<file path="src/rtl/fir_decim_out.sv">
// Decimating output stage for the 3-tap FIR: averages DECIM samples, rescales to
// 8 bits with one rounding step and saturation, and buffers results in a show-ahead FIFO.
module fir_decim_out #(
    parameter int DECIM      = 4,
    parameter int SHIFT      = 3,
    parameter int FIFO_DEPTH = 8
) (
    input  logic                          clk,
    input  logic                          rst,
    input  logic                          in_valid,
    input  logic [15:0]                   in_data,
    output logic                          out_valid,
    input  logic                          out_ready,
    output logic [7:0]                    out_data,
    output logic [$clog2(FIFO_DEPTH):0]   fifo_level,
    output logic                          overflow
);

    localparam int KD    = $clog2(DECIM);
    localparam int AW    = $clog2(FIFO_DEPTH);
    localparam int LW    = AW + 1;
    localparam int ACCW  = 16 + KD;
    localparam int SW    = ACCW + 1;
    localparam int K     = KD + SHIFT;
    localparam int KR    = (K == 0) ? 0 : K - 1;
    localparam logic [SW-1:0] ROUND = (K == 0) ? '0 : (SW'(1) << KR);

    logic [KD-1:0]   phase_q, phase_d;
    logic [ACCW-1:0] acc_q, acc_d;
    logic [ACCW-1:0] groupSum;
    logic            lastSample;
    logic [SW-1:0]   rounded;
    logic [SW-1:0]   scaled;
    logic [7:0]      result;

    logic [7:0]      stage_q, stage_d;
    logic            resPend_q, resPend_d;

    logic [7:0]      mem_q [FIFO_DEPTH];
    logic [AW-1:0]   wrPtr_q, wrPtr_d;
    logic [AW-1:0]   rdPtr_q, rdPtr_d;
    logic [LW-1:0]   level_q, level_d;
    logic            overflow_q, overflow_d;
    logic            fifoFull;
    logic            doPop;
    logic            doPush;

    // Group sum includes the current sample so the final edge needs no extra cycle.
    always_comb begin
        lastSample = in_valid && (phase_q == KD'(DECIM - 1));
        groupSum   = acc_q + ACCW'(in_data);
        rounded    = SW'(groupSum) + ROUND;
        scaled     = rounded >> K;
        result     = (|scaled[SW-1:8]) ? 8'hFF : scaled[7:0];
    end

    always_comb begin
        phase_d   = phase_q;
        acc_d     = acc_q;
        stage_d   = stage_q;
        resPend_d = 1'b0;
        if (in_valid) begin
            if (lastSample) begin
                phase_d   = '0;
                acc_d     = '0;
                stage_d   = result;
                resPend_d = 1'b1;
            end else begin
                phase_d = phase_q + KD'(1);
                acc_d   = groupSum;
            end
        end
    end

    // A full FIFO still accepts the pending result when the head leaves on the same edge.
    always_comb begin
        fifoFull   = (level_q == LW'(FIFO_DEPTH));
        doPop      = out_valid && out_ready;
        doPush     = resPend_q && (!fifoFull || doPop);
        wrPtr_d    = wrPtr_q;
        rdPtr_d    = rdPtr_q;
        level_d    = level_q;
        overflow_d = overflow_q;
        if (doPush) begin
            wrPtr_d = wrPtr_q + AW'(1);
        end
        if (doPop) begin
            rdPtr_d = rdPtr_q + AW'(1);
        end
        if (doPush && !doPop) begin
            level_d = level_q + LW'(1);
        end else if (doPop && !doPush) begin
            level_d = level_q - LW'(1);
        end
        if (resPend_q && !doPush) begin
            overflow_d = 1'b1;
        end
    end

    always_ff @(posedge clk) begin
        if (rst) begin
            phase_q    <= '0;
            acc_q      <= '0;
            stage_q    <= '0;
            resPend_q  <= 1'b0;
            wrPtr_q    <= '0;
            rdPtr_q    <= '0;
            level_q    <= '0;
            overflow_q <= 1'b0;
        end else begin
            phase_q    <= phase_d;
            acc_q      <= acc_d;
            stage_q    <= stage_d;
            resPend_q  <= resPend_d;
            wrPtr_q    <= wrPtr_d;
            rdPtr_q    <= rdPtr_d;
            level_q    <= level_d;
            overflow_q <= overflow_d;
        end
    end

    always_ff @(posedge clk) begin
        if (!rst && doPush) begin
            mem_q[wrPtr_q] <= stage_q;
        end
    end

    assign out_valid  = (level_q != '0);
    assign out_data   = out_valid ? mem_q[rdPtr_q] : 8'h00;
    assign fifo_level = level_q;
    assign overflow   = overflow_q;

endmodule

</file>
<file path="config.mk">
export PLATFORM = sky130hd
export DESIGN_NAME = fir_decim_out
export DESIGN_NICKNAME = d
export VERILOG_FILES = /design/src/rtl/fir_decim_out.sv
export SDC_FILE = /design/constraint.sdc
export NUM_CORES = 1
export LEC_CHECK = 0
export CORE_ASPECT_RATIO = 1.75
export CORE_UTILIZATION = 50
export DETAILED_ROUTE_END_ITERATION = 12
export DONT_BUFFER_PORTS = 1
export PLACE_DENSITY = 0.76
export SETUP_SLACK_MARGIN = 0.2
export SLEW_MARGIN = 20
export SYNTH_ARGS = -nofsm -noshare
export SYNTH_HDL_FRONTEND = slang
export SYNTH_SLANG_ARGS = --single-unit
</file>
<file path="constraint.sdc">
create_clock -name clk -period 4.1 [get_ports clk]
set_input_delay 0.82 -clock clk [delete_from_list [all_inputs] [get_ports clk]]
set_output_delay 0.82 -clock clk [all_outputs]
set_load 0.02 [all_outputs]
</file>
; Word level (Yosys, flattened, before mapping)
; Memory sizes are Yosys's and may differ from the RTL's. A register that Yosys moved wholly into a read port is not among the register bits.
; Index checks and enable logic that the tools add are counted.
[word_totals]
input_bits = 20
word_cells = 47
mem_bits_rw = 64
memories = 1
reg_bits = 40
output_inout_bits = 14
[memory_table]
columns = memory, words, width, rd, rd_clocked_by_memory_dff, wr, line_no
row1 = mem_q, 8, 8, 1, 1, 1, 39  ; logic [7:0] mem_q [FIFO_DEPTH];
[op_classes]
add_sub_neg = 7
bitwise_logic = 1
muxes = 11
reduce_logical = 17
eq_ne = 2
[op_table]
columns = operator, count
row1 = "18-bit by 5-bit adder with 19-bit output, second input constant", 1
row2 = 18-bit by 16-bit adder with 18-bit output, 1
row3 = 18-bit 2-to-1 mux, 1
row4 = 8-bit 2-to-1 mux, 2
row5 = 4-bit 2-to-1 mux, 2
row6 = 1-bit logical AND, 7
row7 = "3-bit by 1-bit adder with 3-bit output, second input constant", 2
row8 = 3-bit 2-to-1 mux, 2
row9 = 6-bit OR reduction, 1
row10 = "4-bit by 1-bit adder with 4-bit output, second input constant", 1
row11 = "4-bit == test, second input constant", 1
row12 = 1-bit logical NOT, 4
row13 = 4-bit nonzero test, 1
row14 = "4-bit by 1-bit subtractor with 4-bit output, second input constant", 1
row15 = 1-bit 2-to-1 mux, 3
row16 = "2-bit by 1-bit adder with 2-bit output, second input constant", 1
row17 = "2-bit == test, second input constant", 1
row18 = 2-bit 2-to-1 mux, 1
row19 = 2-bit AND reduction, 1
row20 = 2-bit nonzero test, 1
row21 = 2-bit OR reduction, 1
row22 = 1-bit logical OR, 1
row23 = 1-bit NOT, 1

; Longest topological paths before layout
[depth]
depth_word = 8
ltp_mapped = 12
depth_no_buf = 11

; Worst setup path before layout
; Ideal clock, no wire load.
[synth_timing]
path_kind = in2reg
startpoint = in in_data[0]
endpoint = reg stage_q[0]
n_path_buf = 0
setup_slack_ns = 0.343
stages = 10
required_time_ns = 3.960
arrival_time_ns = 3.617
setup_ns = 0.140
path_cell_list = ha_1 fa_1 a211oi_2 o21ai_2 o211a_1 nor3_4 nand3_2 or4_4 a2111oi_4 a211oi_1
[synth_between]
elab_chain_len = 4
[synth_lines]
columns = element, line_no
row1 = from (decl), 11  ; input logic [15:0] in_data,
row2 = 18-bit by 16-bit adder with 18-bit output (*), 51  ; groupSum = acc_q + ACCW'(in_data);
row3 = 18-bit by 5-bit adder with 19-bit output (*), 52  ; rounded = SW'(groupSum) + ROUND;
row4 = 6-bit OR reduction, 54  ; result = (|scaled[SW-1:8]) ? 8'hFF : scaled[7:0];
row5 = 8-bit 2-to-1 mux (*), 54
row6 = to (signal assigned), 113  ; stage_q <= stage_d;
row7 = to (decl), 36  ; logic [7:0] stage_q, stage_d;
; Every way passes the cells marked *; elsewhere a longest branch is shown, timed or not.
; A chain may end at the register's enable or synchronous reset.

; Final worst setup path
; Same ends and word-level chain as after synthesis.

==> flow_summary.yaml <==
run_status:
  status: "complete, no violations"
floorplan:
  core-area_um2: 10300
  die_area_um2: 10990
  die_x_um: 79.68
  dieHeight_um: 137.9
  num_io_pins: 34
  rows: 49
  start_util_pct: 51.26
sta:
  setup-violations-final: 0
  slew_violations: 0
  fin_skew_ns: 0.006170
  report.final.hold_viol_count: 0
  rsz0062_at_grt: "no"
  min_period_ns: 3.703
  tns_ns: 0
  worst_pin_slew_ns: 0.7982
  clock.fmax_mhz: 270.0
  period_share_pct: 90.33
  relSlewSlack_pct: 46.59
worst_setup_path:
  endpoint_kind: "flop"
  path_class: "in -> reg"
  arrival_ns: 3.90
  worstPathRequired_ns: 4.30
  critPathMaxFanout: 8
  r2r.worst_path.cells: 11
  cp-start-kind: "primary input"
route:
  first_pass_iters: 4
  routed_via_density: 5.781
  drtIter0Drc: 181
  vias: 3347
  postRouteAntennaNets: 0
  drc: 0
  wl_per_cell_um: 16.83
  wl_um: 9743
global_route:
  antenna_found_initial: 0
  grt_pass1_wl_um: 16440
  grt.overflow.total: 0
  grt_pass1_vias: 3464
  track_usage_pct: 19.85
  grt_max_degree: 48
clock_tree:
  clk_path_buf_depth: 2
  numCtsBuffers: 9
  cts_hold_buf: 0
  clk_latency_ns: 0.34
  cts-root-buf: "clkbuf_16"
  cts_resized: 0
  path_clk_slew_ns: 0.06
  clock-sinks: 107
  htree_levels: 3
  post_cts_buffers: 0
  cts_tree: "yes"
placement:
  portBuffers: 0
  placed_cell_area_um2: 5459
  dp_hpwl_um: 7327
  gp_congestion: 0.8382
synthesis:
  synth-warning-count: 0
  synth_area_um2: 5280
  syn-instance-count: 443
  synth-async-reset-ratio_pct: 0
  ys_ff_latch: 107
  avgSynthCellArea_um2: 11.92
  synth_nets: 488
  synth-seq-area-share_pct: 52.70
  synth.area.top_cells: "edfxtp_1 (36%), dfxtp_1 (16%), mux4_2 (6.8%)"
  synth_top_area_share_pct: 36.40
  yosysTopAreaCell: "edfxtp_1"
  synth_edf_count: 64
  yosysUniqueCellTypes: 56
  synthFlopType: "edfxtp_1"
pwr:
  vdd.ir_drop.worst_v: 0.0002592
  power.density_nw_per_um2: 494.9
  p_leak_nw: 1.979
  power.total_mw: 2.846
cells_and_area:
  fin_nets: 492
  final_area_um2: 5749
  drive_gt1_share_pct: 14.82
  antenna_cells: 0
  syn_to_final_growth_pct: 8.886
hold_path:
  min_path_cells: 2
  min_path_type: "reg -> reg"
flow_run:
  cap_viol_max_count: 0
flip-flops by register name, summed over array words and instances, names as in the netlist, named ones only:
| name | cells |
|---|---|
| wrPtr_q | 3 |
| mem_q | 64 |
| overflow | 1 |
| rdPtr_q | 3 |
| stage_q | 8 |
| phase_q | 2 |
| acc_q | 18 |
| resPend_q | 1 |
| fifo_level | 4 |
cells in the mapped netlist, types with 4 or more instances:
master and n:
edfxtp_1 64, nor2_1 60, dfxtp_1 43, a21oi_1 33, ha_1 23, nor2b_1 19, mux4_2 16, nand2_1 15
mux2i_1 14, xnor2_1 14, clkbuf_1 13, nor3_1 12, xor2_1 12, o21ai_0 9, a211oi_1 8, nand2b_1 8
nand3_1 7, o211ai_1 7, inv_1 5, a21o_1 4, buf_1 4
cell type report:
type | instances | area, um^2
fill | 862 | 4551
tap | 127 | 158.9
inverter | 5 | 18.77
clock inverter | 7 | 65.06
sequential | 107 | 2783
timing repair buffer | 11 | 82.58
clock buffer | 9 | 225.2
multi-input combinational | 313 | 2416
metrics by stage:
stage	hold slack, ns	std cells	worst slack (ns)	util, %
after floorplan	0.4480	443	0.3432	-
after global placement	0.4572	563	0.1658	53.00
after detailed placement	0.4637	563	0.07853	53.00
after CTS	0.4772	579	0.3793	55.82
after global routing	0.4983	579	0.2266	55.82
final	0.4754	579	0.3967	55.82
metal layers:
layer / up-vias / part of all wire, % / GRT usage [%]
met5: - / 0 / 0
met1: 1620 / 36 / 20.49
met3: 16 / 3.4 / 3.750
met4: 0 / 2.3 / 7.980
met2: 59 / 58 / 38.22
li1: 1652 / - / -
critical path: stages:
cell and delay (ns):
ha_1 0.23, fa_1 0.43, a211oi_2 0.36, nor2_1 0.10
xor2_1 0.18, ha_1 0.22, and2_2 0.19, nand4b_1 0.17
or4_4 0.44, a2111oi_4 0.59, a211oi_1 0.17
layout by cell type, fill, tap and decap left out, types with 14 or more instances in the layout:
cell type,n
mux4_2,16
edfxtp_1,64
ha_1,23
mux2i_1,14
dfxtp_1,43
xnor2_1,14
nor2_1,60
nor2b_1,19
nand2_1,15
a21oi_1,33
path summary, 6_finish.rpt:
path                    from         end  slack, ns
hold reg to reg    acc_q[13]   acc_q[13]       0.48
hold / removal     acc_q[13]   acc_q[13]       0.48
setup reg to reg    acc_q[0]  stage_q[0]       0.57
setup / recovery  in_data[0]  stage_q[0]       0.40
where the power goes:
group | switching, mW | leakage (nW) | internal, mW
clock | 0.365 | 0.141 | 0.471
sequential | 0.0716 | 0.880 | 1.18
combinational | 0.432 | 0.958 | 0.328
kinds of logic after synthesis:
logic type / Yosys count / share of synthesized area [%]
XOR/XNOR: 26 / 4.313
flip-flops: 107 / 52.70
AND/OR/NAND/NOR: 151 / 15.05
AO/OA/AOI/OAI: 80 / 10.38
adder cells (fa/ha/maj): 25 / 6.209
buffers and inverters: 23 / 1.659
multiplexers: 31 / 9.692
(Power assumes the default switching activity.)
